## src/rtl/ssd_codes_pkg.sv

```systemverilog
// Shared 5-bit character codes for the lock display path, plus the
// active-low segment patterns and anode helpers used by the scan driver.
`timescale 1ns/1ps
package ssd_codes_pkg;

  // Character codes: 0x00-0x0F are hex digits, the rest are glyphs.
  localparam logic [4:0] CODE_HEX_0 = 5'h00;
  localparam logic [4:0] CODE_HEX_F = 5'h0F;
  localparam logic [4:0] CODE_BLANK = 5'h10;
  localparam logic [4:0] CODE_TIRE  = 5'h11;
  localparam logic [4:0] CODE_L     = 5'h12;
  localparam logic [4:0] CODE_P     = 5'h13;
  localparam logic [4:0] CODE_O     = 5'h14;
  localparam logic [4:0] CODE_N     = 5'h15;

  // Active-low segment patterns, bit order {g,f,e,d,c,b,a}.
  localparam logic [6:0] SEG_BLANK = 7'b1111111;

  // All anodes released (active-low display).
  localparam logic [3:0] AN_OFF = 4'b1111;

  // Active-low anode pattern that lights exactly one digit.
  function automatic logic [3:0] an_select(input logic [1:0] idx);
    return ~(4'b0001 << idx);
  endfunction

endpackage

```

## src/rtl/ssd_code_to_seg.sv

```systemverilog
// Combinational decoder: 5-bit character code to active-low seven-segment
// pattern. Unassigned codes fall through to blank.
`timescale 1ns/1ps
module ssd_code_to_seg
  import ssd_codes_pkg::*;
(
  input  logic [4:0] i_code,
  output logic [6:0] o_seg
);

  // Look up the glyph for the selected character code.
  always_comb begin
    // NOTE: default assigned before the case so no path leaves o_seg unassigned (no latch).
    o_seg = SEG_BLANK;
    case (i_code)
      5'h00:      o_seg = 7'b1000000;
      5'h01:      o_seg = 7'b1111001;
      5'h02:      o_seg = 7'b0100100;
      5'h03:      o_seg = 7'b0110000;
      5'h04:      o_seg = 7'b0011001;
      5'h05:      o_seg = 7'b0010010;
      5'h06:      o_seg = 7'b0000010;
      5'h07:      o_seg = 7'b1111000;
      5'h08:      o_seg = 7'b0000000;
      5'h09:      o_seg = 7'b0010000;
      5'h0A:      o_seg = 7'b0001000;
      5'h0B:      o_seg = 7'b0000011;
      5'h0C:      o_seg = 7'b1000110;
      5'h0D:      o_seg = 7'b0100001;
      5'h0E:      o_seg = 7'b0000110;
      5'h0F:      o_seg = 7'b0001110;
      CODE_BLANK: o_seg = SEG_BLANK;
      CODE_TIRE:  o_seg = 7'b0111111;
      CODE_L:     o_seg = 7'b1000111;
      CODE_P:     o_seg = 7'b0001100;
      CODE_O:     o_seg = 7'b0100011;
      CODE_N:     o_seg = 7'b0101011;
      default:    o_seg = SEG_BLANK;
    endcase
  end

endmodule

```

## src/rtl/ssd_scan_driver.sv

```systemverilog
// Four-digit common-anode scan driver. Captures a whole display word only at
// frame boundaries (no tearing), scans one digit per DIGIT_DIV cycles, and
// blanks masked digits during the off half of the blink period.
`timescale 1ns/1ps
module ssd_scan_driver
  import ssd_codes_pkg::*;
#(
  parameter int unsigned DIGIT_DIV  = 100000,
  parameter int unsigned BLINK_HALF = 50000000
) (
  input  logic        clk,
  input  logic        rst,
  input  logic [19:0] ssd_in,
  input  logic [3:0]  blink_mask,
  input  logic        blink_restart,
  output logic [3:0]  an,
  output logic [6:0]  seg,
  output logic        dp
);

  localparam int DW = $clog2(DIGIT_DIV);
  localparam int BW = $clog2(BLINK_HALF);

  logic [DW-1:0]   r_digit_cnt;
  logic [1:0]      r_idx;
  logic [3:0][4:0] r_frame;
  logic            r_load_pending;
  logic [BW-1:0]   r_blink_cnt;
  logic            r_blink_off;
  logic [3:0]      r_an;
  logic [6:0]      r_seg;

  logic            w_digit_tc;
  logic            w_frame_wrap;
  logic            w_blink_tc;
  logic            w_hide;
  logic [6:0]      w_glyph;

  assign w_digit_tc   = (r_digit_cnt == DW'(DIGIT_DIV - 1));
  assign w_frame_wrap = w_digit_tc && (r_idx == 2'd3);
  assign w_blink_tc   = (r_blink_cnt == BW'(BLINK_HALF - 1));
  assign w_hide       = r_blink_off && blink_mask[r_idx];

  ssd_code_to_seg u_dec (
    .i_code (r_frame[r_idx]),
    .o_seg  (w_glyph)
  );

  // Digit dwell counter and scan index; index wraps 3 -> 0 naturally.
  always_ff @(posedge clk or posedge rst) begin
    if (rst) begin
      r_digit_cnt <= '0;
      r_idx       <= 2'd0;
    end else if (w_digit_tc) begin
      // NOTE: non-blocking assignments so every register samples pre-edge values.
      r_digit_cnt <= '0;
      r_idx       <= r_idx + 2'd1;
    end else begin
      r_digit_cnt <= r_digit_cnt + DW'(1);
    end
  end

  // Frame register: load once after reset, then only as the scan returns to digit 0.
  always_ff @(posedge clk or posedge rst) begin
    if (rst) begin
      // NOTE: the 20-bit frame is reset (to blanks) since it is a small register, not a RAM.
      r_frame        <= {4{CODE_BLANK}};
      r_load_pending <= 1'b1;
    end else if (r_load_pending || w_frame_wrap) begin
      r_frame        <= ssd_in;
      r_load_pending <= 1'b0;
    end
  end

  // Blink phase; a restart pulse forces the visible phase and wins over the toggle.
  always_ff @(posedge clk or posedge rst) begin
    if (rst) begin
      r_blink_cnt <= '0;
      r_blink_off <= 1'b0;
    end else if (blink_restart) begin
      r_blink_cnt <= '0;
      r_blink_off <= 1'b0;
    end else if (w_blink_tc) begin
      r_blink_cnt <= '0;
      r_blink_off <= ~r_blink_off;
    end else begin
      r_blink_cnt <= r_blink_cnt + BW'(1);
    end
  end

  // Registered outputs; a hidden digit keeps its anode asserted but shows blank.
  always_ff @(posedge clk or posedge rst) begin
    if (rst) begin
      r_an  <= AN_OFF;
      r_seg <= SEG_BLANK;
    end else begin
      r_an  <= an_select(r_idx);
      r_seg <= w_hide ? SEG_BLANK : w_glyph;
    end
  end

  assign an  = r_an;
  assign seg = r_seg;
  assign dp  = 1'b1;

endmodule
```

## config.mk

```make
export PLATFORM = sky130hd
export DESIGN_NAME = ssd_scan_driver
export DESIGN_NICKNAME = d
export VERILOG_FILES = /design/src/rtl/ssd_codes_pkg.sv /design/src/rtl/ssd_code_to_seg.sv /design/src/rtl/ssd_scan_driver.sv
export SDC_FILE = /design/constraint.sdc
export NUM_CORES = 1
export LEC_CHECK = 0
export BUFFER_PORTS_ARGS = -buffer_cell sky130_fd_sc_hd__buf_2
export CAP_MARGIN = 20
export CORE_ASPECT_RATIO = 1.75
export CORE_UTILIZATION = 40
export DETAILED_ROUTE_END_ITERATION = 8
export PLACE_DENSITY = 0.7
export RECOVER_POWER = 50
export SLEW_MARGIN = 20
export SYNTH_ARGS = -nofsm -noshare
export SYNTH_HDL_FRONTEND = slang
export SYNTH_HIERARCHICAL = 1
export SYNTH_SLANG_ARGS = --single-unit
```

## constraint.sdc

```tcl
create_clock -name clk -period 5.6 [get_ports clk]
set_input_delay 0.84 -clock clk [delete_from_list [all_inputs] [get_ports clk]]
set_output_delay 0.84 -clock clk [all_outputs]
set_load 0.05 [all_outputs]
```

==> report_table.html <==
<table>
<tr><th>Metric</th><th>Value</th></tr>
<tr><th colspan="2">Timing</th></tr>
<tr><td>Final setup violation count</td><td>0</td></tr>
<tr><td>Tmin final</td><td>2640 ps</td></tr>
<tr><td>Ratio of final minimum period to clock period</td><td>0.472</td></tr>
<tr><td>Worst Max-Slew Pin Slew</td><td>1050 ps</td></tr>
<tr><td>Fmax</td><td>0.379 GHz</td></tr>
<tr><td>Max-slew violations</td><td>0</td></tr>
<tr><td>Fin. Hold Viols</td><td>0</td></tr>
<tr><td>Max-Slew Margin vs Limit</td><td>0.297</td></tr>
<tr><td>Accumulated negative setup slack</td><td>0 ps</td></tr>
<tr><td>Unrepaired setup endpoints after global routing</td><td>no</td></tr>
<tr><td>Worst-case clock skew</td><td>6.27 ps</td></tr>
<tr><th colspan="2">Route</th></tr>
<tr><td>Via-to-Cell Ratio</td><td>5.38</td></tr>
<tr><td>First drt pass iteration count</td><td>4</td></tr>
<tr><td>Post-detailed-route DRC marker count</td><td>0</td></tr>
<tr><td>Final ANT Viol Nets</td><td>0</td></tr>
<tr><td>Violation count after the first detailed-route iteration</td><td>139</td></tr>
<tr><td>Final Routed Wirelength</td><td>7.88 mm</td></tr>
<tr><td>Vias after detailed routing</td><td>2,841</td></tr>
<tr><td>Wire length per cell after detailed routing</td><td>between 10 and 15 µm</td></tr>
<tr><th colspan="2">GRT</th></tr>
<tr><td>Number of antenna violations at the first check in global routing</td><td>0</td></tr>
<tr><td>Global router's overall resource usage</td><td>0.164</td></tr>
<tr><td>Gr busiest metal</td><td>met2</td></tr>
<tr><td>Via count of the first global-routing pass</td><td>between 2,000 and 3,000</td></tr>
<tr><td>Grt total ovfl</td><td>0</td></tr>
<tr><td>Global-route wire length before repair</td><td>13.3 mm</td></tr>
<tr><td>Global-route met3 utilization</td><td>0.0343</td></tr>
<tr><td>Met1 demand-to-capacity share in global routing</td><td>0.175</td></tr>
<tr><td>Met2 track demand over resource</td><td>0.303</td></tr>
<tr><td>Pin count of the biggest net entering global routing</td><td>between 70 and 80</td></tr>
<tr><th colspan="2">Critical path</th></tr>
<tr><td>Data arrival time at the worst-slack endpoint</td><td>about 2800 ps</td></tr>
<tr><td>Termination of the worst setup path</td><td>r_blink_cnt[8]$_DFF_PP0_</td></tr>
<tr><td>Capture instance of the worst register-to-register path</td><td>r_blink_cnt[8]$_DFF_PP0_</td></tr>
<tr><td>R2r startpoint</td><td>r_blink_cnt[0]$_DFF_PP0_</td></tr>
<tr><td>Number of cell instances on the worst register-to-register path</td><td>5</td></tr>
<tr><td>Crit-path max cell delay</td><td>840 ps</td></tr>
<tr><td>Cell-by-cell listing of the critical path</td><td>ha_1, nand4_1, or4_1, o21bai_2, nor2_1</td></tr>
<tr><td>Number of buffers and inverters on the critical path</td><td>0</td></tr>
<tr><td>Required time reported for the critical path endpoint</td><td>5770 ps</td></tr>
<tr><td>Beginning of the critical path</td><td>r_blink_cnt[0]$_DFF_PP0_</td></tr>
<tr><td>Worst-case register-to-register setup slack</td><td>2960 ps</td></tr>
<tr><td>Depth of the critical timing path with buffers and inverters included</td><td>5</td></tr>
<tr><td>Kind of end point of the critical path</td><td>flip-flop</td></tr>
<tr><td>Family of cells with the greatest summed delay on the critical path</td><td>simple AND/OR/NAND/NOR gates</td></tr>
<tr><td>Startpoint kind of the worst setup timing path</td><td>flip-flop</td></tr>
<tr><td>Worst path slowest cell</td><td>o21bai_2</td></tr>
<tr><td>Maximum net fanout on the critical path</td><td>25</td></tr>
<tr><td>Worst setup path class</td><td>reg -&gt; reg</td></tr>
<tr><th colspan="2">Floorplanning</th></tr>
<tr><td>Starting density of the core</td><td>0.412</td></tr>
<tr><td>CORE AREA</td><td>9850 µm²</td></tr>
<tr><td>Top-level port count</td><td>39</td></tr>
<tr><td>Row cnt</td><td>48</td></tr>
<tr><td>Die span in x</td><td>approximately 78 µm</td></tr>
<tr><td>Die H</td><td>between 100 and 150 µm</td></tr>
<tr><td>Total Die Area</td><td>10,600 µm²</td></tr>
<tr><th colspan="2">Power</th></tr>
<tr><td>VDD IR max</td><td>174 µV</td></tr>
<tr><td>Power density of the placed cells</td><td>299 nW/µm²</td></tr>
<tr><td>Leak pwr</td><td>around 1.9 nW</td></tr>
<tr><th colspan="2">Finish</th></tr>
<tr><td>Fraction of final layout cells sized beyond drive strength 1</td><td>0.273</td></tr>
<tr><td>Area Growth Syn to Fin</td><td>14.7%</td></tr>
<tr><td>Fill cell total of the finished layout</td><td>929</td></tr>
<tr><td>Number of nets in the final layout</td><td>441</td></tr>
<tr><td>Final design area excluding fillers</td><td>between 4000 and 5000 µm²</td></tr>
<tr><td>Antenna diodes</td><td>0</td></tr>
<tr><td>Area of all sequential standard cells</td><td>1970 µm²</td></tr>
<tr><td>Area of the multi-input gates</td><td>1940 µm²</td></tr>
<tr><th colspan="2">Logic synthesis</th></tr>
<tr><td>Synthesis warning total</td><td>6</td></tr>
<tr><td>Number of register bits inferred by synthesis</td><td>78</td></tr>
<tr><td>Avg Synthesized Cell Area</td><td>around 11 µm²</td></tr>
<tr><td>Post-Synthesis Cell Area</td><td>4050 µm²</td></tr>
<tr><td>Number of distinct library cells after synthesis</td><td>51</td></tr>
<tr><td>Number of instances in the synthesized netlist</td><td>368</td></tr>
<tr><td>Top flip-flop cell by instance count after synthesis</td><td>dfrtp_1</td></tr>
<tr><td>Part of the Yosys area used for sequential elements</td><td>0.486</td></tr>
<tr><td>EDFF count, synth</td><td>0</td></tr>
<tr><td>Synthesized net count</td><td>411</td></tr>
<tr><td>Post-synth ARST share</td><td>1.00</td></tr>
<tr><th colspan="2">Clock network</th></tr>
<tr><td>Clk Tree Root Cell</td><td>clkbuf_16</td></tr>
<tr><td>Later-pin clock latency in the skew report</td><td>330 ps</td></tr>
<tr><td>TritonCTS clock tree</td><td>built</td></tr>
<tr><td>CTS Hold Buffers Added</td><td>0</td></tr>
<tr><td>Number of sinks on the clock net</td><td>78</td></tr>
<tr><td>CTS H-Tree Depth</td><td>3</td></tr>
<tr><td>Gates resized, CTS repair</td><td>0</td></tr>
<tr><td>Buffers from clock root to sink, at most</td><td>2</td></tr>
<tr><td>Setup fix buffers added after clock tree synthesis</td><td>0</td></tr>
<tr><td>Clk slew on worst S/H paths</td><td>60 ps</td></tr>
<tr><td>Number of buffers added by the clock tree synthesis step</td><td>9</td></tr>
<tr><th colspan="2">Placement</th></tr>
<tr><td>Post-Place Cell Area</td><td>~4300 µm²</td></tr>
<tr><td>Final Wtd Congestion</td><td>0.826</td></tr>
<tr><td>Number of buffers added on ports</td><td>37</td></tr>
<tr><td>Total half-perimeter wirelength after legalization and detailed placement</td><td>~5.6 mm</td></tr>
<tr><th colspan="2">Run status</th></tr>
<tr><td>Result of the run</td><td>finished clean</td></tr>
<tr><th colspan="2">Run</th></tr>
<tr><td>Number of max-capacitance violations reported</td><td>0</td></tr>
<tr><th colspan="2">Hold path</th></tr>
<tr><td>Worst hold-check path type</td><td>reg -&gt; reg</td></tr>
</table>
cell usage after synthesis, types with 3 or more instances:
cell type   n  area share
dfstp_2    16        0.10
clkbuf_1    7      0.0065
xnor2_1    11       0.024
nand2_1    17       0.016
mux2_2     22       0.061
nand2b_1   10       0.015
and3_1      5      0.0077
and2_1      3      0.0046
nand3_1    11       0.014
a211oi_1    5      0.0093
nor2b_1     3      0.0046
inv_1      16       0.015
or3_1       6      0.0093
mux4_2      6       0.033
and4_1      5       0.011
nor4_1      3      0.0046
ha_1       16       0.049
or3_2       3      0.0056
nor2_1     29       0.027
dfrtp_1    62        0.38
o31ai_1     6       0.011
o21ai_0    11       0.014
nand4_1    13       0.020
buf_2       9       0.011
or4_1       8       0.015
xor2_1     16       0.035
a21oi_1    17       0.021
worst min-delay path by stage:
stage,endpoint,cells after the start,startpoint
5_1_grt,r_digit_cnt[0]$_DFF_PP0_,1,r_digit_cnt[0]$_DFF_PP0_
3_5_place_dp,r_digit_cnt[0]$_DFF_PP0_,1,r_digit_cnt[0]$_DFF_PP0_
4_1_cts,r_digit_cnt[0]$_DFF_PP0_,1,r_digit_cnt[0]$_DFF_PP0_
3_3_place_gp,r_digit_cnt[0]$_DFF_PP0_,1,r_digit_cnt[0]$_DFF_PP0_
2_1_floorplan,r_digit_cnt[0]$_DFF_PP0_,1,r_digit_cnt[0]$_DFF_PP0_
6_report,r_digit_cnt[0]$_DFF_PP0_,1,r_digit_cnt[0]$_DFF_PP0_
report_power, final:
group          switching, mW  internal [mW]
Clock                  0.218          0.400
Sequential            0.0112          0.600
Combinational          0.101         0.0590
Total                  0.331           1.06
cells in the final DEF, fill, tap and decap left out, types with 2 or more instances in the layout:
cell / n
buf_2: 37
mux4_2: 6
nor4b_1: 2
and2_1: 3
or4b_1: 2
a211oi_1: 5
conb_1: 2
clkinvlp_4: 2
clkinv_2: 2
a21oi_1: 17
clkbuf_16: 9
and4_1: 5
nand3_1: 11
and3_1: 5
nor3_1: 2
nor3b_1: 2
nor4_1: 3
nor4bb_1: 2
or3_2: 3
ha_1: 16
o21ai_0: 11
dfstp_2: 16
nand2b_1: 10
or4_1: 8
nor2b_1: 3
nand4_1: 13
or3_1: 6
bufinv_16: 2
o31ai_1: 6
mux2_4: 2
mux2_2: 22
nand2_1: 17
nor2_1: 29
dfrtp_1: 62
xor2_1: 16
xnor2_1: 11
inv_1: 16
final cells by class:
| type | instances | share of cell area |
|---|---|---|
| inverter | 16 | 0.0129 |
| sequential | 78 | 0.424 |
| multi-input combinational | 255 | 0.418 |
| clock inverter | 6 | 0.0183 |
| tap | 125 | 0.0336 |
| clock buffer | 10 | 0.0514 |
| timing repair buffer | 38 | 0.0415 |
kinds of logic after synthesis:
group                    Yosys count  synth area share
adder cells (fa/ha/maj)           16            0.0494
AO/OA/AOI/OAI                     49            0.0762
AND/OR/NAND/NOR                  130             0.185
flip-flops                        78             0.486
XOR/XNOR                          27            0.0583
other                              2           0.00185
multiplexers                      31             0.104
buffers and inverters             35            0.0389
state kept, by name, summed over array words and instances, names as in the netlist:
register,cells
r_blink_cnt,26
r_frame,20
r_digit_cnt,17
seg,7
an,4
r_idx,2
r_blink_off,1
r_load_pending,1
metrics by stage:
step | util | instances | setup WS (ps) | power [mW] | hold WS, ps
after floorplan | - | 368 | 2790 | 0.748 | 424
after global placement | 0.438 | 512 | 3070 | 0.776 | 436
after detailed placement | 0.438 | 512 | 2930 | 0.783 | 449
final | 0.472 | 528 | 2960 | 1.39 | 455
after CTS | 0.471 | 528 | 2930 | 1.41 | 457
after global routing | 0.472 | 528 | 2680 | 1.45 | 472
routing by layer:
| metal | wire length [µm] | up-vias | share of wire |
|---|---|---|---|
| met1 | 3030 | 1406 | 0.38 |
| met3 | 286 | 6 | 0.036 |
| met2 | 4430 | 57 | 0.56 |
| met4 | 133 | 0 | 0.017 |
| met5 | 0 | - | 0 |
| li1 | - | 1372 | - |
worst reg2reg max path, delay by kind of cell, from the launching register on:
family                     cells  cell delay, ps
and+or+nand+nor                3            1030
adders and majority gates      1             230
AOI/OAI and AO/OA              1             840
DFF                            1             380
No activity file was read; power rests on OpenSTA's default activity.
